===== src/rtl/uart_pkg.sv =====
// Shared types and constants for the UART register-file loader.
// Optional feature macro: UART_REGLOAD_PARITY_EN (8E1 framing when defined).
package uart_pkg;

    // Bit-level receive FSM states. ST_PARITY is only reachable with parity enabled.
    typedef enum logic [2:0] {
        ST_IDLE,
        ST_START,
        ST_DATA,
        ST_PARITY,
        ST_STOP,
        ST_BREAK
    } rx_state_e;

    // Two-byte command assembler phases.
    typedef enum logic {
        PH_ADDR,
        PH_DATA
    } asm_phase_e;

    localparam logic [4:0] CMD_ADDR_TAG = 5'b10100;
    localparam int         DATA_BITS    = 8;

    // True when a byte is an address command (0xA0-0xA7).
    function automatic logic is_addr_byte(input logic [DATA_BITS-1:0] b);
        return (b[7:3] == CMD_ADDR_TAG);
    endfunction

endpackage


===== src/rtl/uart_regload_rx_if.sv =====
// Signal bundle between the UART loader and its environment.
// master: the loader side (drives the register-file write bus, consumes rxd).
// slave:  the environment side (drives rxd, observes everything else).
interface uart_regload_rx_if;
    logic       rxd;
    logic [7:0] rx_byte;
    logic       rx_valid;
    logic       frame_err;
    logic       wr_en;
    logic [2:0] wr_addr;
    logic [7:0] wr_data;
    logic       busy;

    modport master (
        input  rxd,
        output rx_byte, rx_valid, frame_err, wr_en, wr_addr, wr_data, busy
    );

    modport slave (
        output rxd,
        input  rx_byte, rx_valid, frame_err, wr_en, wr_addr, wr_data, busy
    );
endinterface


===== src/rtl/uart_rx_core.sv =====
// UART receiver core: 2-flop synchronizer, bit FSM, received byte and pulses.
// Frame is 8N1 by default, 8E1 when UART_REGLOAD_PARITY_EN is defined.
module uart_rx_core
    import uart_pkg::*;
#(
    parameter int CLKS_PER_BIT = 434
) (
    input  logic                 clk,
    input  logic                 rst_n,
    input  logic                 rxd,
    output logic [DATA_BITS-1:0] rx_byte,
    output logic                 rx_valid,
    output logic                 frame_err,
    output logic                 busy
);

    localparam int CNT_W = $clog2(CLKS_PER_BIT);
    localparam logic [CNT_W-1:0] CNT_FULL = CNT_W'(CLKS_PER_BIT - 1);
    localparam logic [CNT_W-1:0] CNT_HALF = CNT_W'(CLKS_PER_BIT / 2 - 1);
    localparam logic [2:0]       LAST_BIT = 3'(DATA_BITS - 1);

    logic [1:0]           sync_q, sync_d;
    rx_state_e            state_q, state_d;
    logic [CNT_W-1:0]     cnt_q, cnt_d;
    logic [2:0]           bit_idx_q, bit_idx_d;
    logic [DATA_BITS-1:0] shift_q, shift_d;
    logic [DATA_BITS-1:0] rx_byte_q, rx_byte_d;
    logic                 rx_valid_q, rx_valid_d;
    logic                 frame_err_q, frame_err_d;
    logic                 rx_s;
    logic                 par_bad;

    assign sync_d = {sync_q[0], rxd};
    assign rx_s   = sync_q[1];

`ifdef UART_REGLOAD_PARITY_EN
    logic par_err_q, par_err_d;
    assign par_bad = par_err_q;
`else
    assign par_bad = 1'b0;
`endif

    // Register the synchronizer (idle-high reset), FSM state, counters and outputs.
    always_ff @(posedge clk or negedge rst_n) begin
        if (!rst_n) begin
            sync_q      <= 2'b11;
            state_q     <= ST_IDLE;
            cnt_q       <= '0;
            bit_idx_q   <= '0;
            shift_q     <= '0;
            rx_byte_q   <= '0;
            rx_valid_q  <= 1'b0;
            frame_err_q <= 1'b0;
`ifdef UART_REGLOAD_PARITY_EN
            par_err_q   <= 1'b0;
`endif
        end else begin
            sync_q      <= sync_d;
            state_q     <= state_d;
            cnt_q       <= cnt_d;
            bit_idx_q   <= bit_idx_d;
            shift_q     <= shift_d;
            rx_byte_q   <= rx_byte_d;
            rx_valid_q  <= rx_valid_d;
            frame_err_q <= frame_err_d;
`ifdef UART_REGLOAD_PARITY_EN
            par_err_q   <= par_err_d;
`endif
        end
    end

    // Bit FSM: start qualification at half a bit, then one sample per bit centre.
    always_comb begin
        state_d     = state_q;
        cnt_d       = cnt_q;
        bit_idx_d   = bit_idx_q;
        shift_d     = shift_q;
        rx_byte_d   = rx_byte_q;
        rx_valid_d  = 1'b0;
        frame_err_d = 1'b0;
`ifdef UART_REGLOAD_PARITY_EN
        par_err_d   = par_err_q;
`endif
        case (state_q)
            ST_IDLE: begin
                cnt_d     = '0;
                bit_idx_d = '0;
                if (!rx_s) begin
                    state_d = ST_START;
                end
            end
            ST_START: begin
                if (cnt_q == CNT_HALF) begin
                    cnt_d   = '0;
                    // A line that is high again at mid-start was only a glitch.
                    state_d = rx_s ? ST_IDLE : ST_DATA;
                end else begin
                    cnt_d = cnt_q + 1'b1;
                end
            end
            ST_DATA: begin
                if (cnt_q == CNT_FULL) begin
                    cnt_d     = '0;
                    shift_d   = {rx_s, shift_q[DATA_BITS-1:1]};
                    bit_idx_d = bit_idx_q + 1'b1;
                    if (bit_idx_q == LAST_BIT) begin
`ifdef UART_REGLOAD_PARITY_EN
                        state_d = ST_PARITY;
`else
                        state_d = ST_STOP;
`endif
                    end
                end else begin
                    cnt_d = cnt_q + 1'b1;
                end
            end
`ifdef UART_REGLOAD_PARITY_EN
            ST_PARITY: begin
                if (cnt_q == CNT_FULL) begin
                    cnt_d     = '0;
                    // Even parity: data bits plus parity bit must XOR to zero.
                    par_err_d = ^{shift_q, rx_s};
                    state_d   = ST_STOP;
                end else begin
                    cnt_d = cnt_q + 1'b1;
                end
            end
`endif
            ST_STOP: begin
                if (cnt_q == CNT_FULL) begin
                    cnt_d = '0;
                    if (rx_s) begin
                        state_d = ST_IDLE;
                        if (par_bad) begin
                            frame_err_d = 1'b1;
                        end else begin
                            rx_byte_d  = shift_q;
                            rx_valid_d = 1'b1;
                        end
                    end else begin
                        frame_err_d = 1'b1;
                        state_d     = ST_BREAK;
                    end
                end else begin
                    cnt_d = cnt_q + 1'b1;
                end
            end
            ST_BREAK: begin
                if (rx_s) begin
                    state_d = ST_IDLE;
                end
            end
            default: begin
                state_d = ST_IDLE;
            end
        endcase
    end

    assign rx_byte   = rx_byte_q;
    assign rx_valid  = rx_valid_q;
    assign frame_err = frame_err_q;
    assign busy      = (state_q != ST_IDLE);

endmodule


===== src/rtl/uart_regload_rx.sv =====
// UART register-file loader top: receiver core plus two-byte command assembler.
// Command = address byte 0xA0-0xA7 followed by a data byte -> one write strobe.
// Optional feature macro: UART_REGLOAD_PARITY_EN (handled inside uart_rx_core).
module uart_regload_rx
    import uart_pkg::*;
#(
    parameter int CLKS_PER_BIT = 434
) (
    input  logic               iCLK,
    input  logic               iRST_N,
    uart_regload_rx_if.master  bus
);

    logic [DATA_BITS-1:0] rx_byte_w;
    logic                 rx_valid_w;
    logic                 frame_err_w;
    logic                 busy_w;

    uart_rx_core #(
        .CLKS_PER_BIT (CLKS_PER_BIT)
    ) u_core (
        .clk       (iCLK),
        .rst_n     (iRST_N),
        .rxd       (bus.rxd),
        .rx_byte   (rx_byte_w),
        .rx_valid  (rx_valid_w),
        .frame_err (frame_err_w),
        .busy      (busy_w)
    );

    asm_phase_e           phase_q, phase_d;
    logic [2:0]           pend_addr_q, pend_addr_d;
    logic                 wr_en_q, wr_en_d;
    logic [2:0]           wr_addr_q, wr_addr_d;
    logic [DATA_BITS-1:0] wr_data_q, wr_data_d;

    // Register assembler phase, pending address and the write bus.
    always_ff @(posedge iCLK or negedge iRST_N) begin
        if (!iRST_N) begin
            phase_q     <= PH_ADDR;
            pend_addr_q <= '0;
            wr_en_q     <= 1'b0;
            wr_addr_q   <= '0;
            wr_data_q   <= '0;
        end else begin
            phase_q     <= phase_d;
            pend_addr_q <= pend_addr_d;
            wr_en_q     <= wr_en_d;
            wr_addr_q   <= wr_addr_d;
            wr_data_q   <= wr_data_d;
        end
    end

    // Pair an address byte with the next data byte; a framing error resynchronizes.
    always_comb begin
        phase_d     = phase_q;
        pend_addr_d = pend_addr_q;
        wr_en_d     = 1'b0;
        wr_addr_d   = wr_addr_q;
        wr_data_d   = wr_data_q;
        if (frame_err_w) begin
            phase_d     = PH_ADDR;
            pend_addr_d = '0;
        end else if (rx_valid_w) begin
            case (phase_q)
                PH_ADDR: begin
                    if (is_addr_byte(rx_byte_w)) begin
                        pend_addr_d = rx_byte_w[2:0];
                        phase_d     = PH_DATA;
                    end
                end
                PH_DATA: begin
                    wr_addr_d = pend_addr_q;
                    wr_data_d = rx_byte_w;
                    wr_en_d   = 1'b1;
                    phase_d   = PH_ADDR;
                end
                default: begin
                    phase_d = PH_ADDR;
                end
            endcase
        end
    end

    assign bus.rx_byte   = rx_byte_w;
    assign bus.rx_valid  = rx_valid_w;
    assign bus.frame_err = frame_err_w;
    assign bus.busy      = busy_w;
    assign bus.wr_en     = wr_en_q;
    assign bus.wr_addr   = wr_addr_q;
    assign bus.wr_data   = wr_data_q;

endmodule


===== src/flat_wrapper.sv =====
// flat-port wrapper written by rule: the top's interface ports become plain ports
module uart_regload_rx_flat import uart_pkg::*;
#(
    parameter int CLKS_PER_BIT = 434
)
  (iCLK, iRST_N, bus_rxd, bus_rx_byte, bus_rx_valid, bus_frame_err, bus_wr_en, bus_wr_addr, bus_wr_data, bus_busy);
  uart_regload_rx_if bus_i ();
  input  logic iCLK;
  input  logic iRST_N;
  input wire logic [$bits(bus_i.rxd)-1:0] bus_rxd;
  output wire logic [$bits(bus_i.rx_byte)-1:0] bus_rx_byte;
  output wire logic [$bits(bus_i.rx_valid)-1:0] bus_rx_valid;
  output wire logic [$bits(bus_i.frame_err)-1:0] bus_frame_err;
  output wire logic [$bits(bus_i.wr_en)-1:0] bus_wr_en;
  output wire logic [$bits(bus_i.wr_addr)-1:0] bus_wr_addr;
  output wire logic [$bits(bus_i.wr_data)-1:0] bus_wr_data;
  output wire logic [$bits(bus_i.busy)-1:0] bus_busy;
  assign bus_i.rxd = bus_rxd;
  assign bus_rx_byte = bus_i.rx_byte;
  assign bus_rx_valid = bus_i.rx_valid;
  assign bus_frame_err = bus_i.frame_err;
  assign bus_wr_en = bus_i.wr_en;
  assign bus_wr_addr = bus_i.wr_addr;
  assign bus_wr_data = bus_i.wr_data;
  assign bus_busy = bus_i.busy;
  uart_regload_rx #(.CLKS_PER_BIT(CLKS_PER_BIT)) u_core (.iCLK(iCLK), .iRST_N(iRST_N), .bus(bus_i));
endmodule

===== config.mk =====
export PLATFORM = sky130hd
export DESIGN_NAME = uart_regload_rx_flat
export DESIGN_NICKNAME = d
export VERILOG_FILES = /design/src/rtl/uart_pkg.sv /design/src/rtl/uart_regload_rx_if.sv /design/src/rtl/uart_rx_core.sv /design/src/rtl/uart_regload_rx.sv /design/src/flat_wrapper.sv
export SDC_FILE = /design/constraint.sdc
export NUM_CORES = 1
export LEC_CHECK = 0
export CAP_MARGIN = 15
export CORE_ASPECT_RATIO = 0.7
export CORE_MARGIN = 2
export CORE_UTILIZATION = 30
export CTS_CLUSTER_DIAMETER = 30
export DETAILED_ROUTE_END_ITERATION = 10
export GPL_TIMING_DRIVEN = 0
export PLACE_DENSITY = 0.48
export SLEW_MARGIN = 15
export SYNTH_ARGS = -nofsm -noshare
export SYNTH_HDL_FRONTEND = slang
export SYNTH_SLANG_ARGS = --single-unit

===== constraint.sdc =====
create_clock -name iCLK -period 3.2 [get_ports iCLK]
set_input_delay 0.64 -clock iCLK [delete_from_list [all_inputs] [get_ports iCLK]]
set_output_delay 0.64 -clock iCLK [all_outputs]
set_load 0.02 [all_outputs]

**Word level (Yosys, flattened, before mapping)**

Index checks and enable logic that the tools add are counted.

- Bits in registers: 51
- Input bits: 3
- Output and inout port bits: 23
- Logic and storage cells: 76

- Add/subtract/negate cells: 2
- Eq/ne operators: 15
- Multiplexer cells: 31
- Bitwise gates (word level): 2
- Reduce and logical (&&, ||, !) cells: 13

Operators with widths:

| cell | number |
|---|---|
| 3-bit two-way mux | 12 |
| 9-bit case mux with 3 select lines | 1 |
| 9-bit two-way mux | 2 |
| 3-bit case mux with 5 select lines | 1 |
| 2-bit inequality test, second input constant | 7 |
| 1-bit two-way mux | 12 |
| 9-bit by 1-bit adder with 9-bit output, second input constant | 1 |
| 3-bit equality test, second input constant | 3 |
| 9-bit by 8-bit equality test with 1-bit output, second input constant | 1 |
| 9-bit equality test, second input constant | 1 |
| 3-bit AND reduction | 3 |
| 3-bit case mux with 2 select lines | 1 |
| 6-bit AND reduction | 1 |
| 2-bit nonzero test | 3 |
| 3-bit nonzero test | 2 |
| 5-bit equality test, second input constant | 1 |
| 2-bit AND reduction | 2 |
| 3-bit by 1-bit adder with 3-bit output, second input constant | 1 |
| 3-bit by 1-bit equality test with 1-bit output, second input constant | 1 |
| 3-bit by 2-bit equality test with 1-bit output, second input constant | 1 |
| 3-bit zero test | 1 |
| 2-bit two-way mux | 1 |
| 1-bit NOT | 2 |
| 1-bit case mux with 2 select lines | 1 |
| 2-bit OR reduction | 1 |

**Depth between registers and ports, before layout**

Gate-level depths: netlist of the first run.

- Word-level depth: 5
- Mapped depth: 7
- Mapped depth without buffers: 6

**By module**

Synthesis of the first run repeated with hierarchy kept, for this count alone.

- Cells, all modules: 197
- Area, all modules: 2357.3 um2

By module, submodules not included:

| module | times used | cells each | area each (um2) | sequential area each (um2) |
|---|---|---|---|---|
| uart_rx_core | 1 | 151 | 1679.1 | 878.3 |
| uart_regload_rx | 1 | 46 | 678.2 | 400.4 |

**Worst setup path before layout of the first run**

OpenSTA, ideal clock, no wires.

- Path type: register -> output
- Start: reg u_core.u_core.state_q[2]
- End: out bus_busy
- Arrival: 1.022 ns
- Required time: 2.560 ns
- Slack: 1.538 ns
- Cell stages (with the launch flop): 3
- Path buffers: 1
- Path through: dfrtp_1 -> buf_2 -> or3_1

- Cells in the longest elaborated chain, start to end: 1

Ends and longest elaborated chain:

| what | line | RTL |
|---|---|---|
| start, declared | uart_rx_core.sv:23 | `rx_state_e state_q, state_d;` |
| start signal, assigned | uart_rx_core.sv:59 | `state_q <= state_d;` |
| 3-bit nonzero test | uart_rx_core.sv:162 | `assign busy = (state_q != ST_IDLE);` |
| end, declared | flat_wrapper.sv:17 | `output wire logic [$bits(bus_i.busy)-1:0] bus_busy;` |

Every way passes these cells.

**Worst setup path in the final report of the first run**

Same ends and word-level chain as after synthesis.

==> qor.yml, run 1 <==
required_ps: 2560
tns_ps: 0
numCtsBuffers: 5
path_max_fanout: 10
cp_data_arrival_time_ps: 1890
maxCapViolCount: 0
synth_cell_type_count: 39
cts-root-buf: "clkbuf_8"
die_h_um: 76.9
via_count: 1551
clockBufferDepth: 2
powerDensity_nw_per_um2: 379
drive_gt1_share_pct: 14.6
synth_seq_cells: 51
r2r_start: "u_core.u_core.cnt_q[1]$_DFFE_PN0P_"
globalRouteMet2Util_pct: 15.7
max_freq_mhz: 396
min_period_over_period_pct: 78.9
drc: 0
h-tree-depth: 2
clock_sinks: 51
cts_resized: 0
first_iter_violations: 63
post-route-min-period_ps: 2530
postRouteWirelength_mm: 4.56
holdWs_ps: 350
worst-slew-pin-transition_ps: 653
diodes: 0
drt-vias-per-instance: 4.50
core-area_um2: 7320
dpl.hpwl_mm: 3.21
grt_max_degree: 52
peakVddDrop_mv: 0.197
ctsHoldBuffers: 0
syn-instance-count: 214
critPathCapture: "bus_busy"
syn_area_um2: 2280
area_growth_syn_to_layout_pct: 20.1
port_buffers: 25
syn-num-nets: 222
reg2reg_setup_slack_ps: 1450
r2r_end: "u_core.u_core.state_q[2]$_DFFE_PN0P_"
relSlewSlack_pct: 56.5
final_nets: 254
top_usage_layer: "met1"
fin_util_pct: 37.4
rsz0062_at_grt: "false"
rows: 26
tritoncts: "done"
grt_pass1_vias: 1506
cp-end-kind: "primary output"
setup_violations: 0
wire_per_inst_um: 13.2
slew_viol_final: 0
reg2regPathDepth: 6
start_util_pct: 31.1
start_kind: "flip-flop"
die_area_um2: 8320
clkTransAtPathRegs_ps: 100
crit_path_start: "u_core.u_core.state_q[2]$_DFFE_PN0P_"
postRouteAntennaNets: 0
setup.worst_path.class: "flip-flop to primary output"
dieWidth_um: 108
grt_use_total_pct: 12.1
grtUsageMet3_pct: 2.89
yosys_warnings: 0
insertion_delay_ps: 300
p_leak_nw: 1.30
status: "finished clean"
pin_count: 26
post_cts_buffers: 0
hold_viol: 0
overflow: 0
skew_ps: 9.94
synth_seq_area_share_pct: 56.1
gp_congestion: 0.736
use_met1_pct: 19.8
avgSynthCellArea_um2: 10.7
min_path_type: "input pin to asynchronous set/reset pin"
drt_pass1_iterations: 4
grt_pass1_wl_mm: 7.89
antenna_found_initial: 0
## how the worst min path moves through the flow
stage | startpoint | end | slack (ps) | cells after the start
6_report | iRST_N | u_core.bus.wr_data[3]$_DFFE_PN0P_ | 350 | 1
3_3_place_gp | u_core.u_core.sync_q[0]$_DFF_PN1_ | u_core.u_core.sync_q[1]$_DFF_PN1_ | 350 | 0
5_1_grt | u_core.u_core.sync_q[0]$_DFF_PN1_ | u_core.u_core.sync_q[1]$_DFF_PN1_ | 360 | 0
2_1_floorplan | iRST_N | u_core.bus.wr_addr[0]$_DFFE_PN0P_ | 340 | 0
3_5_place_dp | u_core.u_core.sync_q[0]$_DFF_PN1_ | u_core.u_core.sync_q[1]$_DFF_PN1_ | 350 | 0
4_1_cts | u_core.u_core.sync_q[0]$_DFF_PN1_ | u_core.u_core.sync_q[1]$_DFF_PN1_ | 360 | 0
## metal layers
metal	routed length [um]	vias up
li1	-	793
met1	2590	738
met2	1750	18
met3	178	2
met4	35	0
met5	0	-
## state kept, by name (all words and copies together), names as in the netlist
signal                   flops
u_core.phase_q               1
u_core.pend_addr_q           3
u_core.u_core.state_q        3
u_core.u_core.cnt_q          9
u_core.bus.wr_data           8
u_core.u_core.rx_valid       1
u_core.u_core.frame_err      1
u_core.u_core.sync_q         2
u_core.u_core.bit_idx_q      3
u_core.bus.wr_en             1
u_core.bus.wr_addr           3
u_core.u_core.shift_q        8
u_core.u_core.rx_byte        8
## kinds of logic (layout without fill, tap and decap cells)
group                      Yosys count  in the layout  share of synthesized area [%]
AOI/OAI and AO/OA                   25             25                           7.08
and+or+nand+nor                     96             96                           20.8
adders and majority gates            6              6                           3.18
xor gates and xnor gates             3              3                           1.15
DFF                                 51             51                           56.1
muxes                               18             18                           8.73
buffers and inverters               15             48                           2.96
## critical path, stage by stage (launching register included)
cell and delay, ps:
dfrtp_1 400, buf_2 180, or3_1 450, clkdlybuf4s50_1 570
## stage by stage
| stage | cells | total power, mW | area, um^2 | setup WS, ps |
|---|---|---|---|---|
| after global placement | 337 | 0.677 | 2650 | -152 |
| after floorplan | 214 | 0.660 | 2280 | 1540 |
| after CTS | 345 | 1.06 | 2740 | 651 |
| after global routing | 345 | 1.09 | 2740 | 595 |
| after detailed placement | 337 | 0.676 | 2650 | 988 |
| final | 345 | 1.04 | 2740 | 674 |
## Yosys cell counts
cell,count,share of area (%)
nand4_1,2,0.55
a22oi_1,2,0.66
a211oi_4,1,0.88
nor4b_1,1,0.38
o21ai_1,2,0.44
a21oi_1,4,0.88
o31a_1,1,0.38
nand4_4,1,0.93
xnor2_1,3,1.2
and2_1,3,0.82
nand3_1,9,2.0
inv_1,9,1.5
nor3b_1,3,0.99
mux2_2,15,7.4
dfstp_2,2,2.3
or2_2,1,0.27
and4bb_4,1,0.71
nand2_2,1,0.27
dfrtp_1,49,54
maj3_1,1,0.44
nor2b_1,2,0.55
nor3_1,1,0.22
o31ai_1,1,0.33
nor2_1,16,2.6
o21ai_0,8,1.8
nor4_1,1,0.27
buf_2,3,0.66
mux2i_1,3,1.3
clkbuf_1,2,0.33
nor2_2,1,0.27
a2bb2oi_1,1,0.38
o22ai_1,5,1.4
nand2_1,46,7.6
nand2b_1,2,0.55
buf_6,1,0.49
and4b_4,1,0.60
or3_1,2,0.55
nand3b_1,2,0.66
ha_1,5,2.7
## where the power goes
group          internal, mW  leakage (nW)  switching, mW
combinational       0.00204         0.568         0.0130
sequential            0.646         0.691        0.00111
clock                 0.158        0.0418          0.218
## area by class of cell
| cell class | count | area, um^2 |
|---|---|---|
| Inverter | 9 | 33.8 |
| Sequential cell | 51 | 1280 |
| Fill cell | 762 | 4580 |
| Clock inverter | 2 | 16.3 |
| Tap cell | 98 | 123 |
| Multi-Input combinational cell | 148 | 933 |
| Clock buffer | 6 | 72.6 |
| Buffer | 6 | 33.8 |
| Timing Repair Buffer | 25 | 248 |
## cells in the final DEF (no fill, tap or decap), drive strengths merged
| master | netlist | final |
|---|---|---|
| a22oi | 2 | 2 |
| o31ai | 1 | 1 |
| dfstp | 2 | 2 |
| or3 | 2 | 2 |
| nand3 | 9 | 9 |
| clkbuf | 2 | 8 |
| and2 | 3 | 3 |
| nor4 | 1 | 1 |
| or2 | 1 | 1 |
| buf | 4 | 5 |
| nand2 | 47 | 47 |
| ha | 5 | 5 |
| o22ai | 5 | 5 |
| o21ai | 10 | 10 |
| and4bb | 1 | 1 |
| nand4 | 3 | 3 |
| a2bb2oi | 1 | 1 |
| maj3 | 1 | 1 |
| and4b | 1 | 1 |
| mux2 | 15 | 15 |
| clkdlybuf4s50 | 0 | 24 |
| xnor2 | 3 | 3 |
| a211oi | 1 | 1 |
| inv | 9 | 10 |
| a21oi | 4 | 4 |
| nor2 | 17 | 17 |
| nor3b | 3 | 3 |
| nor3 | 1 | 1 |
| nand3b | 2 | 2 |
| o31a | 1 | 1 |
| nor4b | 1 | 1 |
| clkinvlp | 0 | 1 |
| nand2b | 2 | 2 |
| dfrtp | 49 | 49 |
| mux2i | 3 | 3 |
| nor2b | 2 | 2 |
No activity file was read; power rests on OpenSTA's default activity.
==> run 2: changes to the inputs <==
- PLACE_DENSITY: 0.48 -> 0.5
- clock period: 3.2 -> 2.2 ns (I/O delays scaled with it)
==> qor.yml, run 2 (same netlist as run 1, synthesis figures left out) <==
numCtsBuffers: 5  # unchanged
die_area_um2: 8320  # unchanged
start_kind: "flip-flop"  # unchanged
worst-slew-pin-transition_ps: 632  # was 653 ps
gp_congestion: 0.770  # was 0.736
drive_gt1_share_pct: 14.6  # unchanged
wire_per_inst_um: 13.4  # was 13.2 um
pin_count: 26  # unchanged
drt-vias-per-instance: 4.66  # was 4.50
clkTransAtPathRegs_ps: 90  # was 100 ps
grt_max_degree: 52  # unchanged
regArea_um2: 1280  # unchanged
dieWidth_um: 108  # unchanged
holdWs_ps: 152  # was 350 ps
r2r_end: "u_core.u_core.cnt_q[8]$_DFFE_PN0P_"  # was u_core.u_core.state_q[2]$_DFFE_PN0P_
clock_sinks: 51  # unchanged
final_cell_mix: "49 x dfrtp_1, 46 x nand2_1, 23 x clkdlybuf4s50_1, 16 x nor2_1, 15 x mux2_2"  # was 49 x dfrtp_1, 46 x nand2_1, 24 x clkdlybuf4s50_1, 16 x nor2_1, 15 x mux2_2
finalNonFillerCells: 345  # unchanged
grt_use_total_pct: 12.3  # was 12.1%
grt_pass1_wl_mm: 7.92  # was 7.89 mm
tns_ps: 0  # unchanged
skew_ps: 8.71  # was 9.94 ps
diodes: 0  # unchanged
r2r_start: "u_core.u_core.cnt_q[1]$_DFFE_PN0P_"  # unchanged
drt_pass1_iterations: 5  # was 4
hold_viol: 0  # unchanged
power.total_mw: 1.53  # was 1.04 mW
reg2reg_setup_slack_ps: 410  # was 1450 ps
post_cts_buffers: 0  # unchanged
nFillCells: 743  # was 762
slew_viol_final: 0  # unchanged
powerDensity_nw_per_um2: 558  # was 379 nW/um^2
tritoncts: "done"  # unchanged
setup_violations: 0  # unchanged
place_worst_setup_slack_ps: 190  # was 988 ps
dpl-instance-area_um2: 2650  # unchanged
fin_util_pct: 37.5  # was 37.4%
multi_input_area_um2: 933  # unchanged
grt_pass1_vias: 1538  # was 1506
path_max_fanout: 10  # unchanged
cts-root-buf: "clkbuf_8"  # unchanged
top_register: "u_core.u_core.cnt_q"  # unchanged
start_util_pct: 31.1  # unchanged
cp-end-kind: "primary output"  # unchanged
dpl.hpwl_mm: 3.28  # was 3.21 mm
min_path_type: "input pin to asynchronous set/reset pin"  # unchanged
postRouteAntennaNets: 0  # unchanged
design_area_um2: 2750  # was 2740 um^2
maxCapViolCount: 0  # unchanged
dpl.cell_count: 337  # unchanged
antenna_found_initial: 0  # unchanged
final_nets: 254  # unchanged
postRouteWirelength_mm: 4.62  # was 4.56 mm
cp_data_arrival_time_ps: 1640  # was 1890 ps
min_period_over_period_pct: 94.7
fin_ws_ps: 117  # was 674 ps
largest_reg_flops: 9  # unchanged
via_count: 1607  # was 1551
rsz0062_at_grt: "false"  # unchanged
area_growth_syn_to_layout_pct: 20.4  # was 20.1%
core-area_um2: 7320  # unchanged
rows: 26  # unchanged
peakVddDrop_mv: 0.258  # was 0.197 mV
h-tree-depth: 2  # unchanged
reg2regPathDepth: 6  # unchanged
overflow: 0  # unchanged
relSlewSlack_pct: 57.9  # was 56.5%
max_freq_mhz: 480
status: "finished clean"  # unchanged
insertion_delay_ps: 310  # was 300 ps
required_ps: 1760  # was 2560 ps
port_buffers: 25  # unchanged
post-route-min-period_ps: 2080
die_h_um: 76.9  # unchanged
setup.worst_path.class: "flip-flop to primary output"  # unchanged
clockBufferDepth: 2  # unchanged
layout.cells.most_common: "dfrtp_1"  # unchanged
first_iter_violations: 109  # was 63
p_leak_nw: 1.31  # was 1.30 nW
drc: 0  # unchanged
run 2: changes by cell type in the layout (fill, tap and decap cells not counted):
cell,before,now
clkdlybuf4s50_1,24,23
clkinv_4,0,1
clkdlybuf4s15_1,0,1
inv_6,1,0
clkinvlp_4,1,0
clkbuf_8,5,6
run 2: critical path: stages, from the launching register on:
cell and delay, ps:
dfrtp_1 400, buf_2 180, or3_1 450, clkdlybuf4s15_1 320
run 2: final cells by class:
| class | count | area share [%] |
|---|---|---|
| plain buffers | 6 | 1.23 |
| clock buffers | 7 | 3.14 |
| clock inverters | 1 | 0.319 |
| inverters | 9 | 1.23 |
| multi-input cells | 148 | 34.0 |
| flip-flops and latches | 51 | 46.6 |
| well taps | 98 | 4.47 |
| repair buffers | 25 | 9.02 |
run 2: worst max path at each step:
stage | start | endpoint | slack (ps) | depth (start not counted)
floorplan | u_core.u_core.cnt_q[1]$_DFFE_PN0P_ | u_core.u_core.rx_byte[0]$_DFFE_PN0P_ | 650 | 6
global placement | iRST_N | u_core.bus.wr_addr[0]$_DFFE_PN0P_ | -950 | 1
detailed placement | u_core.u_core.state_q[2]$_DFFE_PN0P_ | bus_busy | 190 | 3
CTS | u_core.u_core.state_q[2]$_DFFE_PN0P_ | bus_busy | 70 | 3
global route | u_core.u_core.state_q[2]$_DFFE_PN0P_ | bus_busy | 20 | 3
finish | u_core.u_core.state_q[2]$_DFFE_PN0P_ | bus_busy | 120 | 3
run 2: power breakdown:
group / switching (mW) / internal, mW / leakage (nW)
Clock: 0.312 / 0.258 / 0.0484
Combinational: 0.0186 / 0.00297 / 0.568
Sequential: 0.00146 / 0.940 / 0.691
run 2: metal layers:
layer  routed length [um]  global-route usage [%]  up-vias
li1                     -                       -      786
met5                    0                       0        -
met1                 2600                    19.2      785
met4                   69                    5.00        0
met2                 1780                    15.9       30
met3                  175                    2.64        6
run 2: timing repair:
| action | 4_1_cts | 5_1_grt |
|---|---|---|
| cloned | 0 | 0 |
| resized for setup | 1 | 1 |
| hold buffers | 0 | 0 |
| setup endpoints to repair | 1 | 1 |
==> run 3: changes to the inputs <==
- CAP_MARGIN: 15 -> 20
==> results of run 3 <==
Same layout as run 2: the final DEF is identical, and so are final timing and power.
